<file path="src/rtl/risc_pkg.sv">
// risc_pkg: shared definitions for the VeriRISC datapath.
//   - default data/address/opcode widths
//   - opcode encoding seen by the controller and the inline ALU
//   - phase counter type
package risc_pkg;

    localparam int DWIDTH_DEF = 8;
    localparam int AWIDTH_DEF = 5;
    localparam int OPW_DEF    = 3;

    typedef logic [2:0] phase_t;

    typedef enum logic [2:0] {
        HLT = 3'd0,
        SKZ = 3'd1,
        ADD = 3'd2,
        AND = 3'd3,
        XOR = 3'd4,
        LDA = 3'd5,
        STO = 3'd6,
        JMP = 3'd7
    } opcode_e;

endpackage

</file>
<file path="src/rtl/risc_mem.sv">
// risc_mem: 2**AWIDTH x DWIDTH program/data memory.
//   Asynchronous read, synchronous write. While rst is high the preload
//   port owns the write side so a program can be loaded during reset.
// Ports:
//   clk, rst                 clock, synchronous active-high reset
//   prog_we/addr/data        preload write, honoured only while rst=1
//   wr, addr, wdata          run-time write (caller gates with halt)
//   rdata                    mem[addr], combinational
module risc_mem
    import risc_pkg::*;
#(
    parameter int DWIDTH = DWIDTH_DEF,
    parameter int AWIDTH = AWIDTH_DEF
) (
    input  logic              clk,
    input  logic              rst,
    input  logic              prog_we,
    input  logic [AWIDTH-1:0] prog_addr,
    input  logic [DWIDTH-1:0] prog_data,
    input  logic              wr,
    input  logic [AWIDTH-1:0] addr,
    input  logic [DWIDTH-1:0] wdata,
    output logic [DWIDTH-1:0] rdata
);

    logic [DWIDTH-1:0] mem [2**AWIDTH];

    logic              we;
    logic [AWIDTH-1:0] waddr;
    logic [DWIDTH-1:0] wval;

    // Run-time strobes are ignored during reset; only the preload port writes.
    assign we    = rst ? prog_we   : wr;
    assign waddr = rst ? prog_addr : addr;
    assign wval  = rst ? prog_data : wdata;

    // Contents intentionally survive reset.
    always_ff @(posedge clk) begin
        if (we) mem[waddr] <= wval;
    end

    assign rdata = mem[addr];

endmodule

</file>
<file path="src/rtl/risc_datapath.sv">
// risc_datapath: execution side of the VeriRISC CPU. Holds the phase
// counter, PC, IR, accumulator, ALU, address mux and memory, and acts on
// the controller's strobes every clock.
// Ports:
//   clk, rst                      clock, synchronous active-high reset
//   sel rd ld_ir inc_pc halt      controller strobes
//   ld_pc data_e ld_ac wr
//   prog_we/addr/data             memory preload during reset
//   phase opcode zero             status back to the controller
//   halted pc_addr ac_value       visible machine state
//   mem_addr data_bus             combinational address and bus
//   bus_conflict                  rd and data_e both asserted
module risc_datapath
    import risc_pkg::*;
#(
    parameter int DWIDTH = DWIDTH_DEF,
    parameter int AWIDTH = AWIDTH_DEF,
    parameter int OPW    = OPW_DEF
) (
    input  logic              clk,
    input  logic              rst,
    input  logic              sel,
    input  logic              rd,
    input  logic              ld_ir,
    input  logic              inc_pc,
    input  logic              halt,
    input  logic              ld_pc,
    input  logic              data_e,
    input  logic              ld_ac,
    input  logic              wr,
    input  logic              prog_we,
    input  logic [AWIDTH-1:0] prog_addr,
    input  logic [DWIDTH-1:0] prog_data,
    output logic [2:0]        phase,
    output logic [OPW-1:0]    opcode,
    output logic              zero,
    output logic              halted,
    output logic [AWIDTH-1:0] pc_addr,
    output logic [DWIDTH-1:0] ac_value,
    output logic [AWIDTH-1:0] mem_addr,
    output logic [DWIDTH-1:0] data_bus,
    output logic              bus_conflict
);

    logic [AWIDTH-1:0] pc;
    logic [DWIDTH-1:0] ir;
    logic [DWIDTH-1:0] ac;
    logic [DWIDTH-1:0] mem_rdata;
    logic [DWIDTH-1:0] alu_result;

    assign opcode       = ir[DWIDTH-1 -: OPW];
    assign zero         = (ac == '0);
    assign pc_addr      = pc;
    assign ac_value     = ac;
    assign mem_addr     = sel ? pc : ir[AWIDTH-1:0];
    // Memory wins the bus; the conflict flag lets the system catch a bad
    // controller instead of silently resolving it.
    assign data_bus     = rd ? mem_rdata : (data_e ? ac : '0);
    assign bus_conflict = rd & data_e;

    risc_mem #(
        .DWIDTH (DWIDTH),
        .AWIDTH (AWIDTH)
    ) u_mem (
        .clk       (clk),
        .rst       (rst),
        .prog_we   (prog_we),
        .prog_addr (prog_addr),
        .prog_data (prog_data),
        .wr        (wr & ~halted),
        .addr      (mem_addr),
        .wdata     (data_bus),
        .rdata     (mem_rdata)
    );

    // Opcodes that don't load the accumulator pass it through, so a stray
    // ld_ac under them is harmless.
    always_comb begin
        alu_result = ac;
        case (opcode)
            OPW'(ADD): alu_result = ac + data_bus;
            OPW'(AND): alu_result = ac & data_bus;
            OPW'(XOR): alu_result = ac ^ data_bus;
            OPW'(LDA): alu_result = data_bus;
            default:   alu_result = ac;
        endcase
    end

    // All strobes act on pre-edge values; once halted nothing moves until rst.
    always_ff @(posedge clk) begin
        if (rst) begin
            phase  <= '0;
            pc     <= '0;
            ir     <= '0;
            ac     <= '0;
            halted <= 1'b0;
        end else if (!halted) begin
            if (halt) halted <= 1'b1;
            else      phase  <= phase + 3'd1;
            if (ld_ir) ir <= data_bus;
            if (ld_pc)       pc <= ir[AWIDTH-1:0];
            else if (inc_pc) pc <= pc + AWIDTH'(1);
            if (ld_ac) ac <= alu_result;
        end
    end

endmodule

</file>
<file path="config.mk">
export PLATFORM = sky130hd
export DESIGN_NAME = risc_datapath
export DESIGN_NICKNAME = d
export VERILOG_FILES = /design/src/rtl/risc_pkg.sv /design/src/rtl/risc_mem.sv /design/src/rtl/risc_datapath.sv
export SDC_FILE = /design/constraint.sdc
export NUM_CORES = 1
export LEC_CHECK = 0
export ABC_AREA = 1
export CAP_MARGIN = 10
export CORE_AREA = 2 2 182 184
export DETAILED_ROUTE_END_ITERATION = 8
export DIE_AREA = 0 0 184 186
export GPL_ROUTABILITY_DRIVEN = 0
export SLEW_MARGIN = 40
export SYNTH_ARGS = -nofsm -noshare
export SYNTH_HDL_FRONTEND = slang
export SYNTH_SLANG_ARGS = --single-unit
</file>
<file path="constraint.sdc">
create_clock -name clk -period 4.2 [get_ports clk]
set_input_delay 0.42 -clock clk [delete_from_list [all_inputs] [get_ports clk]]
set_output_delay 0.42 -clock clk [all_outputs]
set_load 0.1 [all_outputs]
</file>
== Yosys cells after proc, flatten, opt, wreduce, memory -nomap -nowiden ==
Memory sizes are Yosys's and may differ from the RTL's.
Index checks and enable logic that the tools add are counted.
Cells by class
  mux-type cells: 13
  reduce and logical (&&, ||, !) cells: 7
  add/sub/neg operators: 3
  bitwise gates (word level): 6
  eq/ne operators: 4
Operator list (number)
  8-bit case mux with 4 select lines: 1
  8-bit 2-to-1 mux: 3
  5-bit 2-to-1 mux: 4
  8-bit adder: 1
  8-bit bitwise AND: 1
  8-bit logical NOT: 1
  8-bit XOR: 1
  3-bit by 2-bit == test with 1-bit output, second input constant: 2
  3-bit == test, second input constant: 2
  2-bit AND reduction: 3
  5-bit by 1-bit adder with 5-bit output, second input constant: 1
  1-bit 2-to-1 mux: 5
  4-bit nonzero test: 1
  3-bit by 1-bit adder with 3-bit output, second input constant: 1
  3-bit AND reduction: 1
  1-bit bitwise AND: 2
  1-bit NOT: 2
  2-bit nonzero test: 1
Storage, ports and cells
  bits of input ports: 25
  output and inout bits: 35
  RAM bits: 256
  logic and storage cells: 39
  memories kept: 1
  register bits after elaboration: 25
Memory list
  u_mem.mem: depth 32, width 8, read ports 1, clocked after Yosys merged registers in 0, write ports 1, line risc_mem.sv:26  | logic [DWIDTH-1:0] mem [2**AWIDTH];

== Depth between registers and ports, before layout ==
Gate-level depths: netlist of run 1.
  word-level depth: 5
  depth in mapped cells: 24
  mapped depth without buffers: 22

== Hierarchy ==
From an unflattened synthesis of run 1, not the netlist that was laid out.
Unflattened totals
  cell total of the unflattened synthesis: 1252
  area total of the unflattened synthesis: 12664.6 sq um
Modules (own cells, without submodules)
  risc_mem: area an instance 10716.5 sq um, cells each 943, instances 1, sequential area each 7687.4 sq um
  risc_datapath: area an instance 1948.1 sq um, cells each 309, instances 1, sequential area each 500.5 sq um

== Least setup slack after synthesis of run 1 ==
No wires, ideal clock.
  path kind: reg2reg
  start point: register pc[4] (netlist: pc_addr[4])
  end point: register ac[6] (netlist: ac_value[6])
  required time: 4.129 ns
  setup time: 0.071 ns
  setup slack: -0.615 ns
  arrival time: 4.743 ns
  cell stages (with the launch flop): 18
  clock period less this slack: 4.815 ns
  path buffers: 1
  cells stage by stage: dfxtp_1 > nand2_1 > o21ai_0 > clkbuf_1 > nand3_1 > nand3_1 > nand2_1 > ha_1 > fa_1 > nand3_1 > nand2_1 > a21oi_1 > o21bai_1 > a21oi_1 > o21ai_0 > nand2_1 > inv_1 > a21oi_1
Between the ends
  cells in the longest elaborated chain, start to end: 5
  elaborated cells between the ends (all ways): 7
  those cells by class: 1 x add/sub; 3 x mux; 2 x bitwise; 1 x memory
RTL lines
  start, declared: line risc_datapath.sv:45  | logic [AWIDTH-1:0] pc;
  start signal, assigned: line risc_datapath.sv:101  | if (ld_pc) pc <= ir[AWIDTH-1:0];
  start signal, assigned: line risc_datapath.sv:102  | else if (inc_pc) pc <= pc + AWIDTH'(1);
  5-bit 2-to-1 mux: line risc_datapath.sv:55  | assign mem_addr = sel ? pc : ir[AWIDTH-1:0];
  via mem_addr[4]: line risc_datapath.sv:40  | output logic [AWIDTH-1:0] mem_addr,
  memory 32 x 8 bit
  8-bit 2-to-1 mux: line risc_datapath.sv:58  | assign data_bus = rd ? mem_rdata : (data_e ? ac : '0);
  via data_bus[0]: line risc_datapath.sv:41  | output logic [DWIDTH-1:0] data_bus,
  8-bit adder: line risc_datapath.sv:81  | OPW'(ADD): alu_result = ac + data_bus;
  8-bit case mux with 4 select lines: line risc_datapath.sv:80  | case (opcode)
  end signal, assigned: line risc_datapath.sv:103  | if (ld_ac) ac <= alu_result;
  end, declared: line risc_datapath.sv:47  | logic [DWIDTH-1:0] ac;
The timed path passes the listed nets, and every way through them passes these cells.
A chain may end at the register's enable or synchronous reset.

== Final worst setup path of run 1 ==
  start point: input sel
  end point: register ac[6] (netlist: ac_value[6])
Between the ends
  cells in the longest elaborated chain, start to end: 5
  elaborated cells between the ends (all ways): 7
  those cells by class: 1 x add/sub; 3 x mux; 2 x bitwise; 1 x memory
RTL lines
  start, declared: line risc_datapath.sv:22  | input logic sel,
  5-bit 2-to-1 mux (*): line risc_datapath.sv:55
  memory 32 x 8 bit (*)
  8-bit 2-to-1 mux (*): line risc_datapath.sv:58
  8-bit adder (tied with other cells): line risc_datapath.sv:81
  8-bit case mux with 4 select lines (*): line risc_datapath.sv:80
Mark *: on every way between the ends. The rest lies on a longest branch, timed or not.

==> results of run 1 <==
==> flip-flops by register name, indices dropped and copies added (netlist names) <==
name       cells
ac_value       8
halted         1
ir             8
pc_addr        5
phase          3
u_mem.mem    256
==> through the flow <==
| step | util, % | area (um2) | total power, mW |
|---|---|---|---|
| floorplan | - | 12800 | 4.01 |
| finish | 46.7 | 15000 | 6.91 |
| CTS | 46.7 | 15000 | 6.95 |
| detailed placement | 43.9 | 14100 | 4.46 |
| global route | 46.7 | 15000 | 7.16 |
| global placement | 44.1 | 14200 | 4.47 |
==> worst max-delay path: cells and delay by family <==
family	cells	cell delay (ns)
compound gates	7	1.29
simple gates	8	0.99
fa+ha+maj	1	0.34
buf+inv	5	1.05
==> final timing paths <==
check / start / to / slack (ns) / cells after the start
worst max-delay path: sel / ac_value[6]$_SDFFE_PP0P_ / 0.59 / 21
worst min-delay path: pc_addr[4]$_SDFFE_PP0P_ / pc_addr[4]$_SDFFE_PP0P_ / 0.50 / 2
worst max register to register: ir[1]$_SDFFE_PP0P_ / ac_value[6]$_SDFFE_PP0P_ / 0.75 / 19
worst min register to register: pc_addr[4]$_SDFFE_PP0P_ / pc_addr[4]$_SDFFE_PP0P_ / 0.50 / 2
==> placed cells by master, fill, tap and decap left out, drive strengths merged, types with 12 or more instances in the layout <==
| cell | netlist | routed |
|---|---|---|
| dfxtp | 25 | 25 |
| nand3 | 282 | 282 |
| clkdlybuf4s50 | 0 | 24 |
| a21oi | 32 | 32 |
| o21ai | 46 | 46 |
| ha | 12 | 12 |
| clkbuf | 16 | 42 |
| edfxtp | 256 | 256 |
| buf | 45 | 90 |
| nor2 | 49 | 49 |
| nand2 | 326 | 326 |
| inv | 149 | 150 |
==> cells by family (layout without fill, tap and decap cells) <==
group / Yosys count / after routing / synth area share (%)
buf+inv: 211 / 314 / 7.07
compound gates: 92 / 92 / 4.11
flops: 281 / 281 / 64.2
xor+xnor: 7 / 7 / 0.480
fa+ha+maj: 13 / 13 / 1.33
simple gates: 670 / 670 / 22.8
==> synth_stat cells, drive strengths merged <==
master / instances / area share, %
nand3b: 1 / 0.059
a21oi: 32 / 1.3
nor2: 49 / 1.4
nand2: 326 / 9.7
a31oi: 5 / 0.25
a221oi: 5 / 0.34
nor3: 5 / 0.24
buf: 45 / 2.2
dfxtp: 25 / 3.9
ha: 12 / 1.2
o311ai: 1 / 0.069
fa: 1 / 0.16
o21ai: 46 / 2.0
or2: 5 / 0.25
o21bai: 1 / 0.059
inv: 149 / 4.4
xor2: 5 / 0.34
o21a: 1 / 0.059
and3: 1 / 0.049
a22o: 1 / 0.069
edfxtp: 256 / 60
clkbuf: 16 / 0.47
nand3: 282 / 11
nor4: 1 / 0.049
clkinv: 1 / 0.029
xnor2: 2 / 0.14
==> layout make-up <==
| class | count | area [um2] |
|---|---|---|
| Clock buffer | 42 | 817 |
| Clock inverter | 8 | 93.8 |
| Fill cell | 3009 | 17200 |
| Inverter | 150 | 563 |
| Multi-Input combinational cell | 782 | 3750 |
| Sequential cell | 281 | 8190 |
| Tap cell | 408 | 510 |
| Timing Repair Buffer | 114 | 1110 |
==> per-layer routing <==
layer  up-vias  GRT usage [%]  routed length, um
met5         -              0                  0
met4         0           6.37               1000
met3        67           3.23               2750
met2       390           33.8              16600
met1      4645           28.9              15000
li1       4502              -                  -
==> power by group <==
group | switching, mW | leakage, nW | internal [mW] | total [mW]
clock | 1.04 | 0.439 | 1.46 | 2.50
sequential | 0.0266 | 2.52 | 3.15 | 3.17
combinational | 0.896 | 2.96 | 0.345 | 1.24
==> flow_summary.toml, run 1 <==
[synthesis]
syn_area_per_cell_um2 = 10.0
ys_ff_latch = 281
ys_warn_count = 0
syn-num-nets = 1312
syn_inst = 1274
ys_seq_area_share_pct = 64.2
synth_area_um2 = 12800
netlist-cell-type-count = 35

[cts]
hold_buffers = 0
cts.htree.levels = 1
ctsLongestPathBuffers = 3
cts_tree = "yes"
post_cts_resized = 0
clk_pin_slew_ns = 0.06
root_buffer = "clkbuf_16"
cts_buffers = 31
cts_setup_buffers = 0
clock-sinks = 281
clock_latency_ns = 0.55

[routing]
first_pass_iters = 5
drtIter0Drc = 1116
wl_per_cell_um = 19.8
drc_errors = 0
drtAntennaViolNets = 0
vias = 9604
vias_per_cell = 5.38
drt-total-wl_mm = 35.3

[final_layout]
final_nets = 1398
drive_gt1_share_pct = 11.5
n_antenna_cell = 0
area_growth_pct = 17.9
final_cells = 1785

[setup_path]
crit_required_ns = 4.68
critical-path-max-stage-delay_ns = 0.50
worstSetupPathType = "primary input to flip-flop"
slowest_stage = "o21ai_4"
cp-end-kind = "flip-flop"
cp_max_fo = 20
start_kind = "primary input"
crit_arrival_ns = 4.09
worst_path_most_repeated_cell = "nand3_1"
crit_chain = "clkdlybuf4s50_1 -> buf_4 -> o21ai_4 -> buf_12 -> nand3_1 -> nand3_1 -> nand3_1 -> nand3_1 -> nand3_1 -> nand2_1 -> inv_1 -> ha_1 -> a21oi_1 -> nand2_1 -> a21oi_1 -> o21bai_1 -> a21oi_1 -> o21ai_0 -> nand2_1 -> inv_1 -> a21oi_1"

[global_route]
grt_pass1_vias = 9193
grt_use_total_pct = 20.8
antenna_found_initial = 0
gr-total-overflow = 0
grt_pass1_wl_mm = 54.1
grt_max_degree = 67

[floorplan]
dieWidth_um = 184
core_um2 = 32200
placementRows = 66
fp.dieArea_um2 = 34200
die_h_um = 186
start_util_pct = 39.6
pin_count = 60

[placement]
dp_hpwl_mm = 23.0
dpl_worst_slack_ns = 0.0698
place_inst = 1735
portBuffers = 59

[timing]
relSlewSlack_pct = 47.4
setup-tns-final_ns = 0
rsz0062_at_grt = "false"
setup_viol = 0
skew_ns = 0.0114
hold_violations = 0
timing.final.crit_share_pct = 85.9
drv_slew = 0
fmax_mhz = 277
whs_ns = 0.504
finalCriticalPeriod_ns = 3.61
worstMarginPinSlew_ns = 0.786
fin_ws_ns = 0.593

[power_and_ir_drop]
pwr_density_cell_nw_per_um2 = 459
ir_drop_mv = 0.301
leakage_nw = 5.92

[flow_run]
cap_violations = 0

[run_status]
outcome = "finished clean"

[worst_hold_path]
hp-class = "flip-flop to flip-flop"
Power figures use the tool's default switching activity.
==> run 2, diff against run 1 <==
- GPL_ROUTABILITY_DRIVEN: 0 -> not set
==> run 2 against run 1 <==
Net effect: fmax rose by 3.7%; sequential share of layout area fell by 0.15 points; power fell by 0.74%; cell area rose by 0.27%; flip-flop and latch count did not move; critical path depth rose by 1; critical path type unchanged.
==> flow_summary.toml, run 2 (synthesis results as in run 1) <==
[run_status]
outcome = "finished clean"

[timing]
timing.final.crit_share_pct = 82.8
relSlewSlack_pct = 43.6
drv_slew = 0
skew_ns = 0.0246
setup-tns-final_ns = 0
worstMarginPinSlew_ns = 0.842
finalCriticalPeriod_ns = 3.48
setup_viol = 0
hold_violations = 0
rsz0062_at_grt = "false"
fmax_mhz = 288

[routing]
drtIter0Drc = 944
wl_per_cell_um = 19.8
drc_errors = 0
vias = 9485
drtAntennaViolNets = 0
drt-total-wl_mm = 35.6
first_pass_iters = 5
vias_per_cell = 5.28

[final_layout]
final_area_um2 = 15100
top_register = "u_mem.mem"
final_common_cell = "nand2_1"
drive_gt1_share_pct = 12.4
final_nets = 1405
area_growth_pct = 18.2
final_util_pct = 46.8
mostFrequentLayoutCells = "nand2_1 (322), nand3_1 (282), edfxtp_1 (256)"
largest_reg_flops = 256

[setup_path]
crit_required_ns = 4.69
worstSetupPathType = "primary input to flip-flop"
cp_max_fo = 11
start_kind = "primary input"
crit_arrival_ns = 3.96
cp-end-kind = "flip-flop"

[global_route]
gr-total-overflow = 0
grt_use_total_pct = 20.8
grt_pass1_vias = 9266
grt_max_degree = 45
grt_pass1_wl_mm = 53.9
antenna_found_initial = 1

[floorplan]
dieWidth_um = 184
pin_count = 60
fp.dieArea_um2 = 34200
die_h_um = 186
start_util_pct = 39.6
core_um2 = 32200
placementRows = 66

[cts]
cts_buffers = 30
cts.htree.levels = 1
root_buffer = "clkbuf_16"
post_cts_resized = 0
ctsLongestPathBuffers = 3
clock-sinks = 281
cts_tree = "yes"
cts_setup_buffers = 0
clock_latency_ns = 0.56
hold_buffers = 0
clk_pin_slew_ns = 0.06

[placement]
place_area_um2 = 14200
gp_congestion = 0.907
portBuffers = 59
dp_hpwl_mm = 23.4

[power_and_ir_drop]
pwr_density_cell_nw_per_um2 = 455
leakage_nw = 5.95
ir_drop_mv = 0.300
power_mw = 6.86

[worst_hold_path]
hp-class = "flip-flop to flip-flop"

[flow_run]
cap_violations = 0
==> run 2: through the flow <==
step / cells / hold slack, ns / setup WS (ns)
6_report: 1797 / 0.504 / 0.723
5_1_grt: 1796 / 0.518 / 0.390
4_1_cts: 1796 / 0.507 / 0.770
3_5_place_dp: 1743 / 0.498 / 0.212
3_3_place_gp: 1743 / 0.497 / 0.216
2_1_floorplan: 1274 / 0.454 / 0.0107
==> run 2: worst max-delay path, cell delays in order <==
cell             delay [ns]
clkdlybuf4s50_1        0.53
buf_4                  0.21
nand2_1                0.11
o21ai_4                0.16
buf_4                  0.27
nand3_1                0.10
nand3_1                0.13
nand3_1                0.09
nand3_1                0.17
nand3_1                0.18
nand2_1                0.16
inv_1                  0.13
fa_1                   0.43
nand3_1                0.09
nand2_1                0.09
a21oi_1                0.16
o21bai_1               0.10
a21oi_1                0.12
o21ai_0                0.09
nand2_1                0.06
inv_1                  0.04
a21oi_1                0.12
==> run 2: worst paths after layout <==
check	cells past startpoint	start	slack, ns	to
worst max register to register	21	pc_addr[1]$_SDFFE_PP0P_	0.85	ac_value[6]$_SDFFE_PP0P_
worst min register to register	2	pc_addr[4]$_SDFFE_PP0P_	0.50	pc_addr[4]$_SDFFE_PP0P_
worst min-delay path	2	pc_addr[4]$_SDFFE_PP0P_	0.50	pc_addr[4]$_SDFFE_PP0P_
worst max-delay path	22	sel	0.72	ac_value[6]$_SDFFE_PP0P_
==> run 2: where the power goes <==
group / switching, mW / internal, mW
logic: 0.899 / 0.350
registers: 0.0265 / 3.15
clock network: 1.05 / 1.40
total: 1.97 / 4.89
==> run 2: per-layer routing <==
metal  routed length (um)  vias up  global-route usage (%)  share of wire, %
li1                     -     4521                       -                 -
met1                15300     4540                    28.3                43
met2                16700      354                    34.2                47
met3                 2640       70                    3.66               7.4
met4                  998        0                    6.14               2.8
met5                    0        -                       0                 0
==> run 2: area by class of cell <==
cell class,instances,area (um2)
Clock buffer,36,795
Inverter,150,563
Sequential cell,281,8190
Multi-Input combinational cell,782,3760
Clock inverter,17,108
Fill cell,3028,17100
Timing Repair Buffer,122,1160
Tap cell,408,510
Antenna cell,1,2.50
